<file path="src/rtl/rom_dma_batch_sched_pkg.sv">
// Shared types for the ROM DMA batch scheduler: FSM state encoding and table entry layout.
package rom_dma_pkg;

  localparam int unsigned SCHED_NUM_BATCHES    = 4;
  localparam int unsigned SCHED_ROM_ADDR_WIDTH = 10;

  typedef enum logic [2:0] {
    StIdle,
    StLoad,
    StIssue,
    StWaitDma,
    StDrain,
    StNext,
    StDone
  } t_sched_state;

  typedef struct packed {
    logic [SCHED_ROM_ADDR_WIDTH-1:0] base;
    logic [SCHED_ROM_ADDR_WIDTH-1:0] len;
  } t_batch_entry;

endpackage

</file>
<file path="src/rtl/rom_dma_batch_sched_if.sv">
// Scheduler <-> ROM DMA controller link: batch configuration/start out, completion and idle status in.
interface rom_dma_batch_sched_if #(
  parameter int unsigned ROM_ADDR_WIDTH = 10
);

  logic                      start_rd;
  logic                      cfg_ready;
  logic [ROM_ADDR_WIDTH-1:0] cfg_dma_base_addr;
  logic [ROM_ADDR_WIDTH-1:0] cfg_dma_num_bytes;
  logic                      batch_dma_done;
  logic                      fifo_empty;
  logic                      intf_ready;

  modport master (
    output start_rd,
    output cfg_ready,
    output cfg_dma_base_addr,
    output cfg_dma_num_bytes,
    input  batch_dma_done,
    input  fifo_empty,
    input  intf_ready
  );

  modport slave (
    input  start_rd,
    input  cfg_ready,
    input  cfg_dma_base_addr,
    input  cfg_dma_num_bytes,
    output batch_dma_done,
    output fifo_empty,
    output intf_ready
  );

endinterface

</file>
<file path="src/rtl/rom_dma_batch_sched_table.sv">
// Batch table register file: one write port gated by a write-protect, combinational read by index.
module sched_batch_table
  import rom_dma_pkg::*;
#(
  parameter int unsigned NUM_BATCHES = SCHED_NUM_BATCHES,
  localparam int unsigned IDX_W = $clog2(NUM_BATCHES)
) (
  input  logic             clk,
  input  logic             reset,
  input  logic             wr_en,
  input  logic             wr_protect,
  input  logic [IDX_W-1:0] wr_idx,
  input  t_batch_entry     wr_entry,
  input  logic [IDX_W-1:0] rd_idx,
  output t_batch_entry     rd_entry
);

  // Sized to the full index space so any index value addresses storage.
  t_batch_entry entries [2**IDX_W];

  always_ff @(posedge clk) begin
    if (reset) begin
      for (int i = 0; i < 2**IDX_W; i++) begin
        entries[i] <= '0;
      end
    end else if (wr_en && !wr_protect) begin
      entries[wr_idx] <= wr_entry;
    end
  end

  assign rd_entry = entries[rd_idx];

endmodule

</file>
<file path="src/rtl/rom_dma_batch_sched.sv">
// Sequences ROM DMA batches from a small table, waiting for done plus a drain window between batches.
// Optional macro SCHED_LOOP_EN: repeat the table until stop instead of a single pass.
module rom_dma_batch_sched
  import rom_dma_pkg::*;
#(
  parameter int unsigned ROM_ADDR_WIDTH = SCHED_ROM_ADDR_WIDTH,
  parameter int unsigned NUM_BATCHES    = SCHED_NUM_BATCHES,
  parameter int unsigned DRAIN_CYCLES   = 4,
  localparam int unsigned IDX_W = $clog2(NUM_BATCHES)
) (
  input  logic                      clk,
  input  logic                      reset,
  input  logic                      tbl_wr_en,
  input  logic [IDX_W-1:0]          tbl_wr_idx,
  input  logic [ROM_ADDR_WIDTH-1:0] tbl_wr_base,
  input  logic [ROM_ADDR_WIDTH-1:0] tbl_wr_len,
  input  logic [IDX_W:0]            tbl_num_vld,
  input  logic                      go,
  input  logic                      stop,
  rom_dma_batch_sched_if.master     dma,
  output logic                      sched_busy,
  output logic                      sched_done,
  output logic [IDX_W-1:0]          batch_idx,
  output logic                      tbl_wr_err
);

  localparam int unsigned CNT_W = $clog2(DRAIN_CYCLES + 1);
  localparam logic [ROM_ADDR_WIDTH:0] ROM_SPAN = {1'b1, {ROM_ADDR_WIDTH{1'b0}}};

  t_sched_state         state;
  logic                 stop_q;
  logic [IDX_W:0]       count_q;
  logic [CNT_W-1:0]     drain_cnt;
  t_batch_entry         wr_entry;
  t_batch_entry         rd_entry;
  logic [ROM_ADDR_WIDTH:0]   room;
  logic [ROM_ADDR_WIDTH-1:0] clip_bytes;
  logic [IDX_W:0]       num_sat;
  logic                 last_idx;

  assign wr_entry = '{base: tbl_wr_base, len: tbl_wr_len};

  sched_batch_table #(
    .NUM_BATCHES (NUM_BATCHES)
  ) u_table (
    .clk        (clk),
    .reset      (reset),
    .wr_en      (tbl_wr_en),
    .wr_protect (state != StIdle),
    .wr_idx     (tbl_wr_idx),
    .wr_entry   (wr_entry),
    .rd_idx     (batch_idx),
    .rd_entry   (rd_entry)
  );

  // Clip so a batch never runs past the top of the ROM; one extra bit holds the full span.
  always_comb begin
    room       = ROM_SPAN - {1'b0, rd_entry.base};
    clip_bytes = rd_entry.len;
    if ({1'b0, rd_entry.len} > room) begin
      clip_bytes = room[ROM_ADDR_WIDTH-1:0];
    end
  end

  assign num_sat  = (tbl_num_vld > (IDX_W+1)'(NUM_BATCHES)) ? (IDX_W+1)'(NUM_BATCHES) : tbl_num_vld;
  assign last_idx = ({1'b0, batch_idx} == (count_q - (IDX_W+1)'(1)));

  always_ff @(posedge clk) begin
    if (reset) begin
      state                 <= StIdle;
      stop_q                <= 1'b0;
      count_q               <= '0;
      drain_cnt             <= '0;
      dma.start_rd          <= 1'b0;
      dma.cfg_ready         <= 1'b0;
      dma.cfg_dma_base_addr <= '0;
      dma.cfg_dma_num_bytes <= '0;
      sched_busy            <= 1'b0;
      sched_done            <= 1'b0;
      batch_idx             <= '0;
      tbl_wr_err            <= 1'b0;
    end else begin
      sched_done <= 1'b0;
      tbl_wr_err <= tbl_wr_en && (state != StIdle);
      if (state == StIdle) begin
        stop_q <= 1'b0;
      end else if (stop) begin
        stop_q <= 1'b1;
      end

      unique case (state)
        StIdle: begin
          if (go) begin
            sched_busy <= 1'b1;
            if (tbl_num_vld == '0) begin
              sched_done <= 1'b1;
              state      <= StDone;
            end else begin
              batch_idx <= '0;
              count_q   <= num_sat;
              state     <= StLoad;
            end
          end
        end
        StLoad: begin
          dma.cfg_dma_base_addr <= rd_entry.base;
          dma.cfg_dma_num_bytes <= clip_bytes;
          state <= (clip_bytes == '0) ? StNext : StIssue;
        end
        StIssue: begin
          dma.start_rd  <= 1'b1;
          dma.cfg_ready <= 1'b1;
          state         <= StWaitDma;
        end
        StWaitDma: begin
          if (dma.batch_dma_done) begin
            dma.start_rd  <= 1'b0;
            dma.cfg_ready <= 1'b0;
            drain_cnt     <= '0;
            state         <= StDrain;
          end
        end
        StDrain: begin
          if (dma.fifo_empty && dma.intf_ready) begin
            if (drain_cnt == CNT_W'(DRAIN_CYCLES - 1)) begin
              state <= StNext;
            end else begin
              drain_cnt <= drain_cnt + CNT_W'(1);
            end
          end else begin
            drain_cnt <= '0;
          end
        end
        StNext: begin
          if (stop_q || stop) begin
            sched_done <= 1'b1;
            state      <= StDone;
          end else if (last_idx) begin
`ifdef SCHED_LOOP_EN
            batch_idx <= '0;
            state     <= StLoad;
`else
            sched_done <= 1'b1;
            state      <= StDone;
`endif
          end else begin
            batch_idx <= batch_idx + IDX_W'(1);
            state     <= StLoad;
          end
        end
        StDone: begin
          sched_busy <= 1'b0;
          state      <= StIdle;
        end
        default: state <= StIdle;
      endcase
    end
  end

endmodule

</file>
<file path="src/flat_wrapper.sv">
// flat-port wrapper written by rule: the top's interface ports become plain ports
module rom_dma_batch_sched_flat import rom_dma_pkg::*;
#(
  parameter int unsigned ROM_ADDR_WIDTH = SCHED_ROM_ADDR_WIDTH,
  parameter int unsigned NUM_BATCHES    = SCHED_NUM_BATCHES,
  parameter int unsigned DRAIN_CYCLES   = 4,
  localparam int unsigned IDX_W = $clog2(NUM_BATCHES)
)
  (clk, reset, tbl_wr_en, tbl_wr_idx, tbl_wr_base, tbl_wr_len, tbl_num_vld, go, stop, sched_busy, sched_done, batch_idx, tbl_wr_err, dma_start_rd, dma_cfg_ready, dma_cfg_dma_base_addr, dma_cfg_dma_num_bytes, dma_batch_dma_done, dma_fifo_empty, dma_intf_ready);
  rom_dma_batch_sched_if #(.ROM_ADDR_WIDTH(ROM_ADDR_WIDTH)) dma_i ();
  input  logic clk;
  input  logic reset;
  input  logic tbl_wr_en;
  input  logic [IDX_W-1:0] tbl_wr_idx;
  input  logic [ROM_ADDR_WIDTH-1:0] tbl_wr_base;
  input  logic [ROM_ADDR_WIDTH-1:0] tbl_wr_len;
  input  logic [IDX_W:0] tbl_num_vld;
  input  logic go;
  input  logic stop;
  output logic sched_busy;
  output logic sched_done;
  output logic [IDX_W-1:0] batch_idx;
  output logic tbl_wr_err;
  output wire logic [$bits(dma_i.start_rd)-1:0] dma_start_rd;
  output wire logic [$bits(dma_i.cfg_ready)-1:0] dma_cfg_ready;
  output wire logic [$bits(dma_i.cfg_dma_base_addr)-1:0] dma_cfg_dma_base_addr;
  output wire logic [$bits(dma_i.cfg_dma_num_bytes)-1:0] dma_cfg_dma_num_bytes;
  input wire logic [$bits(dma_i.batch_dma_done)-1:0] dma_batch_dma_done;
  input wire logic [$bits(dma_i.fifo_empty)-1:0] dma_fifo_empty;
  input wire logic [$bits(dma_i.intf_ready)-1:0] dma_intf_ready;
  assign dma_start_rd = dma_i.start_rd;
  assign dma_cfg_ready = dma_i.cfg_ready;
  assign dma_cfg_dma_base_addr = dma_i.cfg_dma_base_addr;
  assign dma_cfg_dma_num_bytes = dma_i.cfg_dma_num_bytes;
  assign dma_i.batch_dma_done = dma_batch_dma_done;
  assign dma_i.fifo_empty = dma_fifo_empty;
  assign dma_i.intf_ready = dma_intf_ready;
  rom_dma_batch_sched #(.ROM_ADDR_WIDTH(ROM_ADDR_WIDTH), .NUM_BATCHES(NUM_BATCHES), .DRAIN_CYCLES(DRAIN_CYCLES)) u_core (.clk(clk), .reset(reset), .tbl_wr_en(tbl_wr_en), .tbl_wr_idx(tbl_wr_idx), .tbl_wr_base(tbl_wr_base), .tbl_wr_len(tbl_wr_len), .tbl_num_vld(tbl_num_vld), .go(go), .stop(stop), .dma(dma_i), .sched_busy(sched_busy), .sched_done(sched_done), .batch_idx(batch_idx), .tbl_wr_err(tbl_wr_err));
endmodule
</file>
<file path="config.mk">
export PLATFORM = sky130hd
export DESIGN_NAME = rom_dma_batch_sched_flat
export DESIGN_NICKNAME = d
export VERILOG_FILES = /design/src/rtl/rom_dma_batch_sched_pkg.sv /design/src/rtl/rom_dma_batch_sched_if.sv /design/src/rtl/rom_dma_batch_sched_table.sv /design/src/rtl/rom_dma_batch_sched.sv /design/src/flat_wrapper.sv
export SDC_FILE = /design/constraint.sdc
export NUM_CORES = 1
export LEC_CHECK = 0
export ABC_AREA = 0
export CAP_MARGIN = 0
export CORE_ASPECT_RATIO = 0.75
export CORE_MARGIN = 10
export CORE_UTILIZATION = 55
export CTS_BUF_LIST = sky130_fd_sc_hd__clkbuf_2
export DETAILED_ROUTE_END_ITERATION = 7
export DONT_BUFFER_PORTS = 1
export GPL_TIMING_DRIVEN = 0
export PLACE_DENSITY_LB_ADDON = 0.15
export REMOVE_ABC_BUFFERS = 1
export SLEW_MARGIN = 20
export SYNTH_ARGS = -nofsm -noshare
export SYNTH_HDL_FRONTEND = slang
export SYNTH_SLANG_ARGS = --single-unit
</file>
<file path="constraint.sdc">
create_clock -name clk -period 4.5 [get_ports clk]
set_input_delay 0.675 -clock clk [delete_from_list [all_inputs] [get_ports clk]]
set_output_delay 0.675 -clock clk [all_outputs]
set_load 0.02 [all_outputs]
</file>
# ---- After elaboration in Yosys (flattened, before gate mapping)
# Memory sizes are Yosys's and may differ from the RTL's. A register that Yosys moved wholly into a read port is not among the register bits.
# Index checks and enable logic that the tools add are counted.
# W data, S select, Z words.
dict set report op_classes {
  add_sub_neg 4
  n_mul 0
  div_mod_pow 0
  order_cmp 2
  eq_ne 16
  n_shift 0
  n_mux 39
  bitwise_logic 1
  reduce_logical 21
}
# cell n
set op_table {}
lappend op_table {{$mux W3} 12}
lappend op_table {{$mux W20} 1}
lappend op_table {{$reduce_or A20 Y1} 1}
lappend op_table {{$pmux W3 S6} 1}
lappend op_table {{$mux W2} 7}
lappend op_table {{$mux W1} 12}
lappend op_table {{$gt A10 B11 Y1} 1}
lappend op_table {{$sub A11 B10 Y11 const A} 1}
lappend op_table {{$logic_not A10 Y1} 1}
lappend op_table {{$mux W10} 1}
lappend op_table {{$ne A2 B2 Y1 const B} 5}
lappend op_table {{$eq A3 B2 Y1 const B} 3}
lappend op_table {{$eq A3 B3 Y1 const B} 3}
lappend op_table {{$reduce_bool A2 Y1} 4}
lappend op_table {{$logic_not A3 Y1} 2}
lappend op_table {{$pmux W1 S2} 3}
lappend op_table {{$pmux W3 S2} 1}
lappend op_table {{$reduce_and A3 Y1} 2}
lappend op_table {{$reduce_and A5 Y1} 1}
lappend op_table {{$ne A2 B1 Y1 const B} 2}
lappend op_table {{$pmux W2 S2} 1}
lappend op_table {{$reduce_and A2 Y1} 2}
lappend op_table {{$reduce_and A4 Y1} 1}
lappend op_table {{$add A3 B1 Y3 const B} 1}
lappend op_table {{other kinds (12)} 14}
dict set report word_totals {
  regBits 36
  latchBits 0
  mem_bits_rw 80
  rom_bits 0
  input_bits 33
  out_inout_bits 27
  elab_cells 95
  memories 1
}
# name depth width rd rd_ports_with_merged_regs wr line_no
set mem_list {}
lappend mem_list {u_core.u_table.entries 4 20 1 1 4 rom_dma_batch_sched_table.sv:19} ;# t_batch_entry entries [2**IDX_W];

# ---- Logic depth before layout (Yosys ltp)
# Gate-level depths: netlist (run 1).
dict set report logic_depth {
  ltp_word 8
  depth_mapped 18
  depth_no_buf 16
}

# ---- Hierarchy
# From an unflattened synthesis (run 1), not the netlist that was laid out.
dict set report hier_totals {
  cells_unflattened 511
  area_unflattened_um2 5764.3
}
# module n_inst cells_per_inst area_per_inst_um2 seq_area_each_um2
set by_module_without_submodules {}
lappend by_module_without_submodules {sched_batch_table 1 223 3524.6 2402.3}
lappend by_module_without_submodules {rom_dma_batch_sched 1 288 2239.6 720.7}

# ---- Least setup slack after synthesis (run 1)
# OpenSTA, ideal clock, no wires.
dict set report synth_path {
  kind {register to register}
  start {register (tool-made name)}
  end {register u_core.state[1]}
  setup_time_ns 0.115
  arrival_ns 3.939
  required_time_ns 4.385
  setup_slack_ns 0.447
  stages_incl_launch_ff 17
  n_path_buf 1
  synth_period_minus_slack_ns 4.053
  cell_sequence {dfxtp_1 -> buf_2 -> mux4_2 -> inv_1 -> ha_1 -> and2_1 -> a22oi_1 -> nor4_1 -> xor2_1 -> ha_1 -> nand2_1 -> or3_1 -> o211ai_1 -> maj3_2 -> a21oi_2 -> mux2_4 -> o21ba_1}
}
# element line_no
set synth_rtl {}
lappend synth_rtl {{end signal: assignment} rom_dma_batch_sched.sv:70} ;# state <= StIdle;
lappend synth_rtl {{end signal: assignment} rom_dma_batch_sched.sv:97} ;# state <= StDone;
lappend synth_rtl {{end signal: assignment} rom_dma_batch_sched.sv:101} ;# state <= StLoad;
lappend synth_rtl {{end: declaration} rom_dma_batch_sched.sv:30} ;# t_sched_state state;

==> flow_summary_export.csv, run 1 <==
group,metric,value,unit
status,status,"completed",
clock_tree,root_buffer,"clkbuf_2",
drt,via_per_inst,5.72,
global_route,antenna_found_initial,0,
sta,setup_violations,0,
synth,ys.flop_type,"edfxtp_1",
placement,placed_area,5800,µm²
synth,async_flop_share,0,
critical_path,crit_type,"flip-flop to flip-flop",
floorplan,die_w,137,µm
critical_path,slowest_delay,610,ps
clock_tree,cts_sinks,118,
sta,relSlewSlack,0.327,
clock_tree,h-tree-depth,4,
drt,wl_met3,1050,µm
placement,io_buffer_count,0,
final_layout,antenna_cells,0,
critical_path,crit_path_end_kind,"flip-flop",
critical_path,start_kind,"flip-flop",
placement,dp_slack,-456,ps
floorplan,start_util,0.573,
synth,postSynthCellCount,489,
drt,top_layer,"met4",
drt,wire_per_inst,19.8,µm
sta,fmax,0.235,GHz
critical_path,path_cells,"buf_16, mux4_2, or3_4, nor4_1, nand2_1, xnor2_1, ha_1, nand4_1, or3_1, o211ai_1, maj3_2, a211oi_1, or4_1, o21ba_1",
final_layout,drive_above_1_share,0.151,
final_layout,design_area,6070,µm²
floorplan,chipHeight,108,µm
hold_path,hp-class,"input port to flip-flop",
placement,hpwl,8350,µm
sta,setup_ws,243,ps
drt,dr_wl_met2,6060,µm
drt,ant_nets,0,
sta,period_share,0.946,
clock_tree,clk_latency,680,ps
synth,synth_area_leader_cell,"edfxtp_1",
sta,finalCriticalPeriod,4260,ps
power_and_ir_drop,leakage,0.00221,µW
clock_tree,numCtsBuffers,17,
placement,gp_congestion,0.897,
critical_path,worst_ep_arrival_time,4840,ps
synth,synth_top_area_frac,0.426,
final_layout,nets,544,
synth,synth_area_leaders,"edfxtp_1 (43%), dfxtp_1 (13%), and2_1 (9.2%)",
floorplan,die_area,14800,µm²
floorplan,core,9850,µm²
synth,syn_area,5640,µm²
sta,whs,152,ps
run,cap_violations,0,
synth,synth_seq_cells,118,
global_route,grt-ovfl-total,0,
clock_tree,clockBufferDepth,2,
synth,syn_avg_cell_area,11.5,µm²
sta,hold_viol_final,0,
drt,dr.pass1.iters,4,
floorplan,num_rows,31,
global_route,grt_first_pass_wirelength,19700,µm
sta,worst_pin_slew,1010,ps
drt,drt_first_iter_violations,266,
final_layout,n_fill_cell,833,
clock_tree,path_clk_slew,170,ps
drt,wirelength,12700,µm
critical_path,path_max_fanout,15,
drt,vias,3679,
drt,drc,0,
floorplan,io_pins,60,
synth,synthTopCellsByCount,"and2_1 (83), edfxtp_1 (80), nand2_1 (45)",
global_route,track_usage,0.176,
power_and_ir_drop,powerDensity,451,nW/µm²
synth,synth-seq-area-share,0.561,
final_layout,seqCellArea,3170,µm²
critical_path,crit_required,5080,ps
drt,drt-met1-wl,5520,µm
synth,synth_cell_type_count,49,
sta,fin_worst_skew,25.1,ps
synth,ys_warn_count,0,
power_and_ir_drop,vdd_drop_max,189,µV
global_route,grt_start_max_net_pins,36,
sta,final_max_slew_viol_count,0,
clock_tree,cts_tree,"done",
global_route,grt_pass1_vias,3690,
synth,synth_edf_count,80,
critical_path,slowest_stage,"mux4_2",
final_layout,synthToLayoutAreaGrowth,7.52,%
final_layout,multiInputGateArea,2360,µm²
synth,synth_most_common_cell,"and2_1",
[worst max-delay path: cells and delay by family (launching register included)]
kind	cells	cell delay [ps]
mux	1	610
compound gates	3	450
flops	1	470
buf+inv	1	190
simple gates	6	1680
fa+ha+maj	2	580
xor+xnor	1	150
[metal layers]
metal  vias to the layer above  GRT usage
met4                         0     0.0623
met3                         6     0.0770
met5                         -          0
met2                        90      0.276
met1                      1807      0.210
li1                       1776          -
[power by group]
part	total [µW]	switching (µW)	internal, µW
sequential	1530	189	1340
clock	532	388	143
combinational	679	413	266
total	2740	990	1750
[area by class of cell]
class                   count  area share
flip-flops and latches    118       0.523
multi-input cells         330       0.389
well taps                 132      0.0272
repair buffers             14      0.0231
clock buffers              21      0.0173
inverters                  17      0.0105
clock inverters            11      0.0101
[per-stage QoR]
step	utilization	setup TNS, ps	instances	power (µW)
floorplan	-	0	465	2010
global placement	0.580	-8470	597	2170
detailed placement	0.588	-4090	602	2210
CTS	0.607	0	635	2740
global route	0.616	-24.3	643	2910
finish	0.616	0	643	2740
[repair_timing]
action	CTS	global route
hold buffers	1	2
endpoints found under the hold margin	8	25
endpoints found under the setup margin	13	13
setup buffers	0	6
gates resized for setup	2	4
[cell families after synthesis]
group           synth area share
buf+inv                   0.0284
simple gates               0.202
xor+xnor                  0.0171
flops                      0.561
fa+ha+maj                 0.0308
mux                       0.0856
compound gates            0.0756
[path summary, 6_finish.rpt]
path	cells past startpoint	slack (ps)	endpoint	from
worst max-delay path	14	240	u_core.state[1]$_SDFFE_PP0P_	flip-flop
worst min-delay path	1	150	u_core.tbl_wr_err$_SDFF_PP0_	tbl_wr_en
worst max register to register	14	240	u_core.state[1]$_SDFFE_PP0P_	flip-flop
worst min register to register	2	520	u_core.drain_cnt[2]$_SDFFE_PP0P_	u_core.drain_cnt[2]$_SDFFE_PP0P_
[cells in the final DEF (no fill, tap or decap), drive strengths merged, types with 13 or more instances in the layout]
cell type,n
dfxtp,38
ha,13
nor2,34
edfxtp,80
inv,18
a21oi,25
nand2,45
mux4,19
clkbuf,21
nor3,14
and2,85
[registers in the layout (all words and copies together), names as in the netlist, named ones only]
register,count
u_core.sched_done,1
u_core.batch_idx,2
u_core.dma.cfg_dma_num_bytes,10
u_core.tbl_wr_err,1
u_core.sched_busy,1
u_core.dma.cfg_dma_base_addr,10
u_core.stop_q,1
u_core.count_q,3
u_core.dma.start_rd,1
u_core.drain_cnt,3
u_core.u_table.entries,80
u_core.state,3
No activity file was read; power rests on OpenSTA's default activity.
==> inputs of run 2 (changes only) <==
- CORE_UTILIZATION: 55 -> 35
==> run 2 against run 1 <==
Net effect: cell count increased by 12%; cell area increased by 3.5%; clock skew increased by 3.3 ps; sequential share of layout area decreased by 1.8 points; largest cell class unchanged.
==> flow_summary_export.csv, run 2 (synthesis results as in run 1) <==
group,metric,value,unit
final_layout,reg.largest.list,"u_core.u_table.entries x80, u_core.dma.cfg_dma_base_addr x10, u_core.dma.cfg_dma_num_bytes x10",
clock_tree,numCtsBuffers,17,
final_layout,synthToLayoutAreaGrowth,11.3,%
sta,period_share,0.940,
floorplan,die_area,21700,µm²
global_route,track_usage,0.130,
critical_path,start_kind,"flip-flop",
clock_tree,clk_latency,690,ps
sta,rsz0062_at_grt,"no",
clock_tree,clockBufferDepth,2,
sta,fin_worst_skew,28.4,ps
power_and_ir_drop,vdd_drop_max,186,µV
clock_tree,cts_tree,"done",
floorplan,num_rows,40,
critical_path,crit_required,5090,ps
sta,relSlewSlack,0.508,
clock_tree,path_clk_slew,180,ps
drt,drc,0,
final_layout,final_cell_mix,"and2_1 (83), edfxtp_1 (80), nand2_1 (45)",
final_layout,final_cells,721,
global_route,grt_pass1_vias,3693,
critical_path,slowest_delay,580,ps
critical_path,worst_ep_arrival_time,4820,ps
drt,dr.pass1.iters,4,
placement,hpwl,9390,µm
drt,wirelength,13700,µm
final_layout,largest_register_ffs,80,
critical_path,path_cells,"buf_16, mux4_2, inv_1, ha_1, nor2b_1, a22oi_2, nor2_1, xnor2_2, inv_1, ha_1, nand3_1, o221ai_1, o211ai_1, maj3_2, a21oi_4, mux2_4, o21ba_1",
sta,fmax,0.236,GHz
global_route,grt_start_max_net_pins,32,
floorplan,die_w,167,µm
sta,setup_violations,0,
power_and_ir_drop,leakage,0.00225,µW
critical_path,crit_type,"flip-flop to flip-flop",
placement,io_buffer_count,0,
floorplan,io_pins,60,
clock_tree,cts_sinks,118,
power_and_ir_drop,powerDensity,474,nW/µm²
clock_tree,h-tree-depth,4,
final_layout,final_common_cell,"and2_1",
final_layout,nets,543,
critical_path,path_max_fanout,12,
critical_path,path_buf_inv,3,
global_route,grt-ovfl-total,0,
floorplan,start_util,0.355,
drt,wire_per_inst,19.0,µm
critical_path,critical-path-top-delay-family,"multiplexers",
sta,hold_viol_final,0,
floorplan,core,15900,µm²
global_route,grt_first_pass_wirelength,21700,µm
drt,ant_nets,0,
placement,dp.cells,684,
floorplan,chipHeight,130,µm
sta,final_max_slew_viol_count,0,
placement,gp_congestion,0.807,
final_layout,regMostFlops,"u_core.u_table.entries",
critical_path,crit_path_end_kind,"flip-flop",
final_layout,utilization,0.394,
sta,finalCriticalPeriod,4230,ps
run,cap_violations,0,
drt,via_per_inst,5.09,
drt,vias,3671,
clock_tree,root_buffer,"clkbuf_2",
sta,worst_pin_slew,735,ps
sta,finalSetupTns,0,ps
drt,drt_first_iter_violations,250,
global_route,antenna_found_initial,0,
hold_path,hp-class,"input port to flip-flop",
power_and_ir_drop,power,2980,µW
critical_path,slowest_stage,"mux4_2",
status,status,"completed",
final_layout,drive_above_1_share,0.165,
run 2: where the power goes:
part / switching (µW) / internal, µW
sequential: 189 / 1340
clock: 429 / 311
combinational: 432 / 282
run 2: cell type report:
cell class | count | area, µm²
multi-input combinational | 330 | 2380
timing repair buffer | 13 | 144
fill | 1560 | 9640
antenna | 1 | 2.50
inverter | 17 | 63.8
sequential | 118 | 3170
tap | 210 | 263
clock buffer | 19 | 95.1
clock inverter | 13 | 156
run 2: final timing paths:
| path | cells after the start | endpoint | startpoint | slack, ps |
|---|---|---|---|---|
| setup reg to reg | 17 | u_core.state[1]$_SDFFE_PP0P_ | flip-flop | 270 |
| hold reg to reg | 2 | u_core.drain_cnt[2]$_SDFFE_PP0P_ | u_core.drain_cnt[2]$_SDFFE_PP0P_ | 520 |
| setup / recovery | 17 | u_core.state[1]$_SDFFE_PP0P_ | flip-flop | 270 |
| hold / removal | 1 | u_core.tbl_wr_err$_SDFF_PP0_ | tbl_wr_en | 150 |
run 2: through the flow:
stage	area (µm²)	setup WS (ps)	hold slack (ps)
global route	6280	9.37	55.4
global placement	5810	-1010	472
detailed placement	5930	-191	493
CTS	6230	2.02	74.9
finish	6280	269	148
floorplan	5550	2.93	457
run 2: repair_timing:
item,CTS,global route
resized for setup,4,5
hold buffers,2,0
setup buffers,0,2
pin swaps,0,0
cloned,0,0
hold endpoints to repair,32,0
endpoints found under the setup margin,13,13
run 2: layer usage:
metal	vias to the layer above	routed length [µm]	global-route usage
li1	1787	-	-
met1	1781	6350	0.169
met2	91	6310	0.204
met3	12	931	0.0463
met4	0	112	0.0325
met5	-	0	0
